--- src/rtl/lbp_pkg.sv ---
// Shared constants for the LBP engine family: FSM encodings, code bit positions,
// window slot layout and per-column read counts.
package lbp_pkg;

   localparam logic [2:0] S_IDLE  = 3'd0;
   localparam logic [2:0] S_FILL  = 3'd1;
   localparam logic [2:0] S_SHIFT = 3'd2;
   localparam logic [2:0] S_CALC  = 3'd3;
   localparam logic [2:0] S_OUT   = 3'd4;
   localparam logic [2:0] S_DONE  = 3'd5;

   // Bit positions of each neighbour inside the 8-bit code.
   localparam int BIT_TL = 0;
   localparam int BIT_T  = 1;
   localparam int BIT_TR = 2;
   localparam int BIT_L  = 3;
   localparam int BIT_R  = 4;
   localparam int BIT_BL = 5;
   localparam int BIT_B  = 6;
   localparam int BIT_BR = 7;

   // Window slots are row_offset*3 + col_offset, row 0 on top.
   localparam int SLOT_C = 4;

   localparam logic [3:0] FILL_READS  = 4'd9;
   localparam logic [3:0] SHIFT_READS = 4'd3;

endpackage

--- src/rtl/lbp_if.sv ---
// Engine-side bundle: gray read port, LBP write port and frame control/status.
// Handshakes: a gray read returns data exactly one cycle after gray_req; an LBP
// write transfers on a cycle where lbp_valid and lbp_ready are both high, and
// the master holds lbp_valid/addr/data stable until that cycle.
interface lbp_if #(
   parameter int PIX_W  = 8,
   parameter int ADDR_W = 14
);
   logic              gray_ready;
   logic              gray_req;
   logic [ADDR_W-1:0] gray_addr;
   logic [PIX_W-1:0]  gray_data;
   logic [PIX_W-1:0]  thr;
   logic              border_zero;
   logic              lbp_valid;
   logic [ADDR_W-1:0] lbp_addr;
   logic [7:0]        lbp_data;
   logic              lbp_ready;
   logic              busy;
   logic              finish;

   modport master (
      input  gray_ready, gray_data, thr, border_zero, lbp_ready,
      output gray_req, gray_addr, lbp_valid, lbp_addr, lbp_data, busy, finish
   );

   modport slave (
      output gray_ready, gray_data, thr, border_zero, lbp_ready,
      input  gray_req, gray_addr, lbp_valid, lbp_addr, lbp_data, busy, finish
   );
endinterface

--- src/rtl/lbp_cmp.sv ---
// Combinational LBP code: each neighbour contributes 1 when it is at least
// centre+thr, the sum kept one bit wider so it never wraps.
module lbp_cmp
   import lbp_pkg::*;
#(
   parameter int PIX_W = 8
)(
   input  logic [8:0][PIX_W-1:0] i_win,
   input  logic [PIX_W-1:0]      i_thr,
   output logic [7:0]            o_code
);
   logic [PIX_W:0] w_ref;

   assign w_ref = {1'b0, i_win[SLOT_C]} + {1'b0, i_thr};

   always_comb begin
      o_code         = '0;
      o_code[BIT_TL] = ({1'b0, i_win[0]} >= w_ref);
      o_code[BIT_T]  = ({1'b0, i_win[1]} >= w_ref);
      o_code[BIT_TR] = ({1'b0, i_win[2]} >= w_ref);
      o_code[BIT_L]  = ({1'b0, i_win[3]} >= w_ref);
      o_code[BIT_R]  = ({1'b0, i_win[5]} >= w_ref);
      o_code[BIT_BL] = ({1'b0, i_win[6]} >= w_ref);
      o_code[BIT_B]  = ({1'b0, i_win[7]} >= w_ref);
      o_code[BIT_BR] = ({1'b0, i_win[8]} >= w_ref);
   end
endmodule

--- src/rtl/lbp_engine.sv ---
// Raster-order LBP engine: reads a 3x3 window per interior pixel (full fill at
// the row start, one new column afterwards) and writes one code per pixel.
module lbp_engine
   import lbp_pkg::*;
#(
   parameter int IMG_W  = 128,
   parameter int IMG_H  = 128,
   parameter int PIX_W  = 8,
   parameter int ADDR_W = 14
)(
   input  logic   clk,
   input  logic   rst,
   lbp_if.master  bus,
   output logic [2:0] o_state
);
   localparam logic [ADDR_W-1:0] C_W          = ADDR_W'(IMG_W);
   localparam logic [ADDR_W-1:0] C_ONE        = ADDR_W'(1);
   localparam logic [ADDR_W-1:0] C_LAST_COL   = ADDR_W'(IMG_W - 1);
   localparam logic [ADDR_W-1:0] C_LAST_ROW   = ADDR_W'(IMG_H - 1);
   localparam logic [ADDR_W-1:0] C_LAST_ICOL  = ADDR_W'(IMG_W - 2);
   localparam logic [ADDR_W-1:0] C_LAST_IROW  = ADDR_W'(IMG_H - 2);

   logic [2:0]              r_state;
   logic [ADDR_W-1:0]       r_row, r_col;
   logic [3:0]              r_cnt;
   logic [1:0]              r_roff, r_coff;
   logic                    r_cap_v;
   logic [3:0]              r_cap_slot;
   logic [8:0][PIX_W-1:0]   r_win;
   logic [PIX_W-1:0]        r_thr;
   logic                    r_bz;
   logic                    r_lbp_valid;
   logic [ADDR_W-1:0]       r_lbp_addr;
   logic [7:0]              r_lbp_data;

   logic                    w_reading, w_last_rd, w_accept, w_enter;
   logic [ADDR_W-1:0]       w_rd_row, w_rd_col;
   logic [3:0]              w_slot;
   logic [ADDR_W-1:0]       w_nx_row, w_nx_col, w_nx_addr;
   logic                    w_nx_end, w_nx_border;
   logic [8:0][PIX_W-1:0]   w_win;
   logic [7:0]              w_code;

   assign w_reading = (r_state == S_FILL) || (r_state == S_SHIFT);
   assign w_last_rd = ((r_state == S_FILL)  && (r_cnt == FILL_READS - 4'd1)) ||
                      ((r_state == S_SHIFT) && (r_cnt == SHIFT_READS - 4'd1));
   assign w_accept  = (r_state == S_OUT) && bus.lbp_ready;
   assign w_rd_row  = r_row + {{(ADDR_W-2){1'b0}}, r_roff} - C_ONE;
   assign w_rd_col  = r_col + {{(ADDR_W-2){1'b0}}, r_coff} - C_ONE;
   assign w_slot    = ({2'b00, r_roff} * 4'd3) + {2'b00, r_coff};

   // Position of the next pixel to emit; from IDLE it is the frame's first one.
   always_comb begin
      w_nx_row = r_row;
      w_nx_col = r_col + C_ONE;
      w_nx_end = 1'b0;
      if (r_bz) begin
         if (r_col == C_LAST_COL) begin
            w_nx_col = '0;
            w_nx_row = r_row + C_ONE;
            w_nx_end = (r_row == C_LAST_ROW);
         end
      end else if (r_col == C_LAST_ICOL) begin
         w_nx_col = C_ONE;
         w_nx_row = r_row + C_ONE;
         w_nx_end = (r_row == C_LAST_IROW);
      end
      if (r_state == S_IDLE) begin
         w_nx_end = 1'b0;
         w_nx_row = bus.border_zero ? '0 : C_ONE;
         w_nx_col = bus.border_zero ? '0 : C_ONE;
      end
   end

   assign w_nx_border = (w_nx_row == '0) || (w_nx_row == C_LAST_ROW) ||
                        (w_nx_col == '0) || (w_nx_col == C_LAST_COL);
   assign w_nx_addr   = w_nx_row * C_W + w_nx_col;
   assign w_enter     = ((r_state == S_IDLE) && bus.gray_ready) || (w_accept && !w_nx_end);

   // The comparator sees the pixel arriving this cycle so CALC needs no extra wait.
   always_comb begin
      w_win = r_win;
      if (r_cap_v) w_win[r_cap_slot] = bus.gray_data;
   end

   lbp_cmp #(.PIX_W(PIX_W)) u_cmp (
      .i_win  (w_win),
      .i_thr  (r_thr),
      .o_code (w_code)
   );

   always_ff @(posedge clk or posedge rst) begin
      if (rst) begin
         r_state     <= S_IDLE;
         r_row       <= '0;
         r_col       <= '0;
         r_cnt       <= '0;
         r_roff      <= '0;
         r_coff      <= '0;
         r_cap_v     <= 1'b0;
         r_cap_slot  <= '0;
         r_win       <= '0;
         r_thr       <= '0;
         r_bz        <= 1'b0;
         r_lbp_valid <= 1'b0;
         r_lbp_addr  <= '0;
         r_lbp_data  <= '0;
      end else begin
         r_cap_v    <= w_reading;
         r_cap_slot <= w_slot;
         if (r_cap_v) r_win[r_cap_slot] <= bus.gray_data;

         if ((r_state == S_IDLE) && bus.gray_ready) begin
            r_thr <= bus.thr;
            r_bz  <= bus.border_zero;
         end

         if (w_enter) begin
            r_row  <= w_nx_row;
            r_col  <= w_nx_col;
            r_cnt  <= '0;
            r_roff <= '0;
            if (w_nx_border) begin
               r_state     <= S_OUT;
               r_lbp_valid <= 1'b1;
               r_lbp_addr  <= w_nx_addr;
               r_lbp_data  <= '0;
            end else if (w_nx_col == C_ONE) begin
               r_state     <= S_FILL;
               r_lbp_valid <= 1'b0;
               r_coff      <= 2'd0;
            end else begin
               r_state     <= S_SHIFT;
               r_lbp_valid <= 1'b0;
               r_coff      <= 2'd2;
               for (int i = 0; i < 3; i++) begin
                  r_win[i*3]   <= r_win[i*3+1];
                  r_win[i*3+1] <= r_win[i*3+2];
               end
            end
         end else begin
            case (r_state)
               S_FILL, S_SHIFT: begin
                  if (w_last_rd) begin
                     r_state <= S_CALC;
                  end else begin
                     r_cnt <= r_cnt + 4'd1;
                     if (r_roff == 2'd2) begin
                        r_roff <= 2'd0;
                        r_coff <= r_coff + 2'd1;
                     end else begin
                        r_roff <= r_roff + 2'd1;
                     end
                  end
               end
               S_CALC: begin
                  r_state     <= S_OUT;
                  r_lbp_valid <= 1'b1;
                  r_lbp_addr  <= r_row * C_W + r_col;
                  r_lbp_data  <= w_code;
               end
               S_OUT: begin
                  if (w_accept) begin
                     r_lbp_valid <= 1'b0;
                     r_state     <= S_DONE;
                  end
               end
               S_DONE: begin
                  if (!bus.gray_ready) r_state <= S_IDLE;
               end
               default: r_state <= S_IDLE;
            endcase
         end
      end
   end

   assign bus.gray_req  = w_reading;
   assign bus.gray_addr = w_reading ? (w_rd_row * C_W + w_rd_col) : '0;
   assign bus.lbp_valid = r_lbp_valid;
   assign bus.lbp_addr  = r_lbp_addr;
   assign bus.lbp_data  = r_lbp_data;
   assign bus.busy      = (r_state != S_IDLE) && (r_state != S_DONE);
   assign bus.finish    = (r_state == S_DONE);
   assign o_state       = r_state;

endmodule

--- src/flat_wrapper.sv ---
// flat-port wrapper written by rule: the top's interface ports become plain ports
module lbp_engine_flat import lbp_pkg::*;
#(
   parameter int IMG_W  = 128,
   parameter int IMG_H  = 128,
   parameter int PIX_W  = 8,
   parameter int ADDR_W = 14
)
  (clk, rst, o_state, bus_gray_ready, bus_gray_data, bus_thr, bus_border_zero, bus_lbp_ready, bus_gray_req, bus_gray_addr, bus_lbp_valid, bus_lbp_addr, bus_lbp_data, bus_busy, bus_finish);
  lbp_if #(.PIX_W(PIX_W), .ADDR_W(ADDR_W)) bus_i ();
  input  logic clk;
  input  logic rst;
  output logic [2:0] o_state;
  input wire logic [$bits(bus_i.gray_ready)-1:0] bus_gray_ready;
  input wire logic [$bits(bus_i.gray_data)-1:0] bus_gray_data;
  input wire logic [$bits(bus_i.thr)-1:0] bus_thr;
  input wire logic [$bits(bus_i.border_zero)-1:0] bus_border_zero;
  input wire logic [$bits(bus_i.lbp_ready)-1:0] bus_lbp_ready;
  output wire logic [$bits(bus_i.gray_req)-1:0] bus_gray_req;
  output wire logic [$bits(bus_i.gray_addr)-1:0] bus_gray_addr;
  output wire logic [$bits(bus_i.lbp_valid)-1:0] bus_lbp_valid;
  output wire logic [$bits(bus_i.lbp_addr)-1:0] bus_lbp_addr;
  output wire logic [$bits(bus_i.lbp_data)-1:0] bus_lbp_data;
  output wire logic [$bits(bus_i.busy)-1:0] bus_busy;
  output wire logic [$bits(bus_i.finish)-1:0] bus_finish;
  assign bus_i.gray_ready = bus_gray_ready;
  assign bus_i.gray_data = bus_gray_data;
  assign bus_i.thr = bus_thr;
  assign bus_i.border_zero = bus_border_zero;
  assign bus_i.lbp_ready = bus_lbp_ready;
  assign bus_gray_req = bus_i.gray_req;
  assign bus_gray_addr = bus_i.gray_addr;
  assign bus_lbp_valid = bus_i.lbp_valid;
  assign bus_lbp_addr = bus_i.lbp_addr;
  assign bus_lbp_data = bus_i.lbp_data;
  assign bus_busy = bus_i.busy;
  assign bus_finish = bus_i.finish;
  lbp_engine #(.IMG_W(IMG_W), .IMG_H(IMG_H), .PIX_W(PIX_W), .ADDR_W(ADDR_W)) u_core (.clk(clk), .rst(rst), .bus(bus_i), .o_state(o_state));
endmodule
--- config.mk ---
export PLATFORM = sky130hd
export DESIGN_NAME = lbp_engine_flat
export DESIGN_NICKNAME = d
export VERILOG_FILES = /design/src/rtl/lbp_pkg.sv /design/src/rtl/lbp_if.sv /design/src/rtl/lbp_cmp.sv /design/src/rtl/lbp_engine.sv /design/src/flat_wrapper.sv
export SDC_FILE = /design/constraint.sdc
export NUM_CORES = 1
export LEC_CHECK = 0
export BUFFER_PORTS_ARGS = -buffer_cell sky130_fd_sc_hd__buf_2
export CAP_MARGIN = 5
export CORE_MARGIN = 2
export CORE_UTILIZATION = 35
export CTS_CLUSTER_SIZE = 14
export DETAILED_ROUTE_END_ITERATION = 12
export GPL_TIMING_DRIVEN = 0
export SYNTH_ARGS = -nofsm -noshare
export SYNTH_HDL_FRONTEND = slang
export SYNTH_SLANG_ARGS = --single-unit
--- constraint.sdc ---
create_clock -name clk -period 5.11 [get_ports clk]
set_input_delay 0 -clock clk [delete_from_list [all_inputs] [get_ports clk]]
set_output_delay 0 -clock clk [all_outputs]
set_load 0.05 [all_outputs]
==> impl_metrics.env, run 1 <==
export IMPL_synth_top_area_cell="dfrtp_1"
export IMPL_drv_slew=0
export IMPL_post_cts_buffers=0
export IMPL_min_from="bus_gray_data[6]"
export IMPL_rsz0062_at_grt="false"
export IMPL_synth_nets=1233
export IMPL_period_share_pct=92.7
export IMPL_cp_startpoint="u_core.r_cap_slot[1]"
export IMPL_routed_wirelength_um=27900
export IMPL_placed_cell_area_um2=11700
export IMPL_cts_sinks=148
export IMPL_yosysWarningCount=0
export IMPL_synth_edff_count=0
export IMPL_drc=0
export IMPL_synth_top_cell_area_share_pct=34.1
export IMPL_clock_path_buffers=2
export IMPL_yosysSeqAreaShare_pct=34.1
export IMPL_top_level_ports=64
export IMPL_fin_area_um2=12500
export IMPL_fp_dieH_um=180
export IMPL_nets=1328
export IMPL_cp_arrival_ns=5.04
export IMPL_fin_crit_ns=4.74
export IMPL_hold_violations=0
export IMPL_setup_viol=0
export IMPL_holdWs_ns=0.00829
export IMPL_wl_per_cell_um=17.6
export IMPL_fin_cells=1587
export IMPL_min_to="u_core.r_win[46]"
export IMPL_yosys_top_cells_area="dfrtp_1 34%, ha_1 14%, mux2_2 13%"
export IMPL_area_delta_synth_final_pct=14.8
export IMPL_antennaDiodeCount=0
export IMPL_multiInputGateArea_um2=6610
export IMPL_htreeDepth=4
export IMPL_num_vias=8375
export IMPL_antenna_found_initial=0
export IMPL_initialDrtViolationCount=580
export IMPL_grt_overflow=0
export IMPL_initial_core_util_pct=35.5
export IMPL_cts_buffers=17
export IMPL_dr_pass1_iters=5
export IMPL_hpwl_um=20700
export IMPL_relSlewSlack_pct=15.5
export IMPL_crit_path_max_incr_delay_ns=0.85
export IMPL_regArea_um2=3700
export IMPL_crit_chain="clkbuf_1 -> nor2_1 -> nand2_1 -> mux2_2 -> ha_1 -> fa_1 -> xnor2_1 -> ha_1 -> a21oi_1 -> o21ai_0 -> maj3_1 -> maj3_1 -> a21oi_1 -> o22ai_1"
export IMPL_timing_rr_end="u_core.bus.lbp_data[6]"
export IMPL_die_x_um=180
export IMPL_root_buffer="clkbuf_16"
export IMPL_antenna_left=0
export IMPL_grt_pass1_wl_um=45700
export IMPL_timing_rr_start="u_core.r_cap_slot[1]"
export IMPL_yosysMostFrequentCell="dfrtp_1"
export IMPL_outcome="finished, final reports clean"
export IMPL_drv_cap=0
export IMPL_cp_max_fo=8
export IMPL_grt_start_max_net_pins=126
export IMPL_async_reset_ff_share_pct=100
export IMPL_path_buf_inv=1
export IMPL_core_area_um2=30600
export IMPL_syn_area_um2=10900
export IMPL_holdPathStages=3
export IMPL_avgSynthCellArea_um2=10.0
export IMPL_worstMarginPinSlew_ns=1.26
export IMPL_fillers=3025
export IMPL_ys_ff_latch=148
export IMPL_clk_pin_slew_ns=0.07
export IMPL_ys_flop_type="dfrtp_1"
export IMPL_fmax_ghz=0.211
export IMPL_std_cell_rows=64
export IMPL_gp_congestion=0.928
export IMPL_endpoint_kind="flip-flop"
export IMPL_crit_path_top_delay_cell="xnor2_1"
export IMPL_reg2regPathDepth=14
export IMPL_syn_inst=1083
export IMPL_fin_skew_ns=0.00860
export IMPL_first_global_vias=8401
export IMPL_clk_latency_ns=0.44
export IMPL_required_ns=5.41
export IMPL_vias_per_cell=5.28
export IMPL_drive_above_1_share_pct=21.1
export IMPL_cp_start_kind="flip-flop"
export IMPL_critPathKind="reg -> reg"
export IMPL_synthTopCellsByCount="148 x dfrtp_1, 122 x ha_1, 121 x mux2_2"
export IMPL_hold_path_class="in -> reg"
export IMPL_critPathTopFamily="adder cells"
export IMPL_synth_cell_types=70
export IMPL_ff2ff_setup_slack_ns=0.37
export IMPL_grt_usage_pct=17.7
export IMPL_cts_tree="built"
export IMPL_port_buffer_count=61
export IMPL_fp_dieArea_um2=32500
export IMPL_place_inst=1541
timing repair:
item	CTS	global route
hold buffers	14	0
resized for setup	0	2
hold endpoints to repair	168	0
endpoints found under the setup margin	0	2
placed cells by master, fill, tap and decap left out, types with 15 or more instances in the layout:
cell       netlist  final
clkbuf_1        28     29
mux2i_1         26     26
nand2b_1        16     16
nand3_1         28     28
a21o_1          24     24
o21ai_0         50     50
nor2_1          55     55
xnor2_1         38     37
nand2_1         65     65
a21oi_1         45     45
dfrtp_1        148    148
nor3_1          15     15
clkbuf_16        0     17
ha_1           122    122
buf_2            6     67
mux2_2         121    121
inv_1           91     90
cells by family after synthesis:
family,share of synthesized area [%]
fa+ha+maj,15.6
mux,16.6
xor+xnor,4.19
compound gates,12.9
simple gates,11.4
flops,34.1
buf+inv,5.23
worst max-delay path by stage:
stage                                         end  slack [ns]  cells past startpoint
after floorplan            u_core.bus.lbp_addr[0]        1.13                      1
after global placement           u_core.r_col[12]       -1.01                      2
after detailed placement   u_core.bus.lbp_data[6]        0.30                     16
after CTS                  u_core.bus.lbp_data[6]        0.27                     16
after global routing      u_core.bus.lbp_addr[13]        0.05                     18
final                      u_core.bus.lbp_data[6]        0.37                     14
registers in the layout (all words and copies together), names as in the netlist, 2 cells and up:
name,cells
u_core.o_state,3
u_core.bus.lbp_data,8
u_core.r_thr,8
u_core.r_roff,2
u_core.r_cap_slot,4
u_core.r_col,14
u_core.r_cnt,4
u_core.bus.lbp_addr,14
u_core.r_coff,2
u_core.r_win,72
u_core.r_row,14
cell type report:
| type | count | share of cell area [%] |
|---|---|---|
| plain buffers | 44 | 1.79 |
| clock buffers | 21 | 3.77 |
| clock inverters | 11 | 1.11 |
| inverters | 92 | 2.83 |
| multi-input cells | 799 | 53.0 |
| flip-flops and latches | 148 | 29.7 |
| well taps | 396 | 3.97 |
| repair buffers | 76 | 3.79 |
per-stage QoR:
stage / utilization, % / setup TNS [ns] / worst slack, ns
2_1_floorplan: - / 0 / 1.13
3_3_place_gp: 38.1 / -147.93 / -1.01
3_5_place_dp: 38.3 / 0 / 0.300
4_1_cts: 40.7 / 0 / 0.266
5_1_grt: 40.8 / 0 / 0.0490
6_report: 40.8 / 0 / 0.373
worst min-delay path, delay by kind of cell:
| family | cells | cell delay, ns |
|---|---|---|
| buffers and inverters | 2 | 0.28 |
| multiplexers | 1 | 0.13 |
metal layers:
layer / vias to the layer above / global-route usage (%) / wire length (um)
met4: 0 / 4.29 / 414
met2: 171 / 29.9 / 13500
met1: 4075 / 23.2 / 12900
met3: 37 / 3.27 / 1080
met5: - / 0 / 0
li1: 4092 / - / -
Power of run 1 is not shown: default switching activity piles up to over one toggle a cycle in this logic, so the estimate is an artifact.
==> inputs of run 2 (changes only) <==
--- a/config.mk
+++ b/config.mk
@@ -8,10 +8,10 @@
 export BUFFER_PORTS_ARGS = -buffer_cell sky130_fd_sc_hd__buf_2
 export CAP_MARGIN = 5
 export CORE_MARGIN = 2
-export CORE_UTILIZATION = 35
-export CTS_CLUSTER_SIZE = 14
+export CORE_UTILIZATION = 59
 export DETAILED_ROUTE_END_ITERATION = 12
 export GPL_TIMING_DRIVEN = 0
+export PLACE_DENSITY = 0.78
 export SYNTH_ARGS = -nofsm -noshare
 export SYNTH_HDL_FRONTEND = slang
 export SYNTH_SLANG_ARGS = --single-unit
==> run 2 against run 1 <==
Effect of this change:
- the flow now finishes with violations (hold timing)
- register-to-register slack worse by 0.12 ns
- maximum frequency is 2.5% lower
- first-iteration DRC count is 11% lower
- critical path depth stayed put
- wire length is 3.3% lower
- via count is 1.5% higher
==> impl_metrics.env, run 2 (same netlist as run 1, synthesis figures left out) <==
export IMPL_fp_dieH_um=140
export IMPL_cts_tree="built"
export IMPL_grt_overflow=0
export IMPL_root_buffer="clkbuf_16"
export IMPL_regArea_um2=3700
export IMPL_fin_area_um2=12200
export IMPL_port_buffer_count=61
export IMPL_antenna_left=0
export IMPL_top_level_ports=64
export IMPL_grt_start_max_net_pins=76
export IMPL_drv_cap=0
export IMPL_cts_buffers=17
export IMPL_initialDrtViolationCount=515
export IMPL_top_register="u_core.r_win"
export IMPL_required_ns=5.41
export IMPL_num_vias=8504
export IMPL_gp_congestion=0.909
export IMPL_htreeDepth=4
export IMPL_final_cell_mix="148 x dfrtp_1, 122 x ha_1, 121 x mux2_2"
export IMPL_grt_pass1_wl_um=44000
export IMPL_std_cell_rows=49
export IMPL_wl_per_cell_um=19.0
export IMPL_antennaDiodeCount=0
export IMPL_setup_viol=0
export IMPL_cts_sinks=148
export IMPL_clk_latency_ns=0.44
export IMPL_post_cts_buffers=0
export IMPL_drc=0
export IMPL_core_area_um2=18000
export IMPL_clock_path_buffers=2
export IMPL_grt_usage_pct=28.3
export IMPL_rsz0062_at_grt="false"
export IMPL_worstMarginPinSlew_ns=1.28
export IMPL_hold_violations=1
export IMPL_crit_path_max_incr_delay_ns=0.94
export IMPL_cp_arrival_ns=5.16
export IMPL_area_delta_synth_final_pct=12.2
export IMPL_tns_ns=0
export IMPL_fin_crit_ns=4.86
export IMPL_hpwl_um=19700
export IMPL_relSlewSlack_pct=14.2
export IMPL_critPathKind="reg -> reg"
export IMPL_crit_path_top_delay_cell="xnor2_1"
export IMPL_largest_reg_flops=72
export IMPL_clk_pin_slew_ns=0.06
export IMPL_dr_pass1_iters=5
export IMPL_first_global_vias=8600
export IMPL_initial_core_util_pct=60.3
export IMPL_outcome="complete, but fails checks"
export IMPL_multiInputGateArea_um2=6610
export IMPL_drv_slew=0
export IMPL_hold_path_class="in -> reg"
export IMPL_final_common_cell="dfrtp_1"
export IMPL_fmax_ghz=0.206
export IMPL_nets=1327
export IMPL_cp_start_kind="flip-flop"
export IMPL_antenna_found_initial=0
export IMPL_routed_wirelength_um=26900
export IMPL_vias_per_cell=6.00
export IMPL_placed_cell_area_um2=11500
export IMPL_crit_chain="clkbuf_1 -> nor2_1 -> nand2_1 -> mux2_2 -> ha_1 -> fa_1 -> xnor2_1 -> ha_1 -> a21o_1 -> a21oi_1 -> o21ai_0 -> maj3_1 -> a21oi_1 -> o22ai_1"
export IMPL_place_inst=1374
export IMPL_fillers=1460
export IMPL_die_x_um=140
export IMPL_fin_cells=1418
export IMPL_drive_above_1_share_pct=20.9
export IMPL_period_share_pct=95.1
export IMPL_fp_dieArea_um2=19500
export IMPL_holdWs_ns=-0.000585
export IMPL_failed_checks="hold timing"
export IMPL_cp_max_fo=8
export IMPL_fin_skew_ns=0.0109
export IMPL_endpoint_kind="flip-flop"
-- run 2: worst max-delay path, delay by kind of cell, from the launching register on --
kind	cells	cell delay [ns]
fa+ha+maj	4	1.38
compound gates	5	0.99
xor+xnor	1	0.94
simple gates	2	0.52
mux	1	0.38
flops	1	0.36
buf+inv	1	0.15
-- run 2: per-layer routing --
metal	global-route usage, %	routed length [um]
met5	0	0
met4	12.1	923
met3	3.99	911
met2	50.2	13800
met1	34.3	11300
-- run 2: layout make-up --
cell class | instances | share of cell area, %
clock inverter | 10 | 0.811
buffer | 44 | 1.83
multi-input combinational | 799 | 54.2
clock buffer | 21 | 3.78
tap | 229 | 2.35
sequential | 148 | 30.4
inverter | 92 | 2.87
timing repair buffer | 75 | 3.80
-- run 2: final timing paths --
check | from | end | slack [ns] | cells past startpoint
setup / recovery | u_core.r_cap_slot[0] | u_core.bus.lbp_data[3] | 0.25 | 14
hold / removal | bus_gray_data[3] | u_core.r_win[19] | -0.0006 | 2
setup reg to reg | u_core.r_cap_slot[0] | u_core.bus.lbp_data[3] | 0.25 | 14
hold reg to reg | u_core.bus.lbp_addr[13] | u_core.bus.lbp_addr[13] | 0.49 | 1
max in group asynchronous | rst | u_core.bus.lbp_addr[7] | 4.02 | 4
min in group asynchronous | rst | u_core.r_thr[2] | 0.23 | 3
-- run 2: per-stage QoR --
stage | setup WS [ns] | hold slack, ns | util (%)
after global placement | -0.718 | 0.232 | 63.5
after CTS | 0.282 | 0.00317 | 67.6
after detailed placement | 0.327 | 0.180 | 63.8
final | 0.250 | -0.000585 | 67.6
after global routing | 0.0784 | 0.00925 | 67.6
after floorplan | 1.13 | 0.152 | -
-- run 2: what timing repair did --
| action | in CTS | in global routing |
|---|---|---|
| endpoints found under the setup margin | 0 | 1 |
| endpoints found under the hold margin | 89 | 0 |
| hold buffers | 13 | 0 |
| gates resized for setup | 0 | 1 |
Power of run 2 is left out for the same reason.
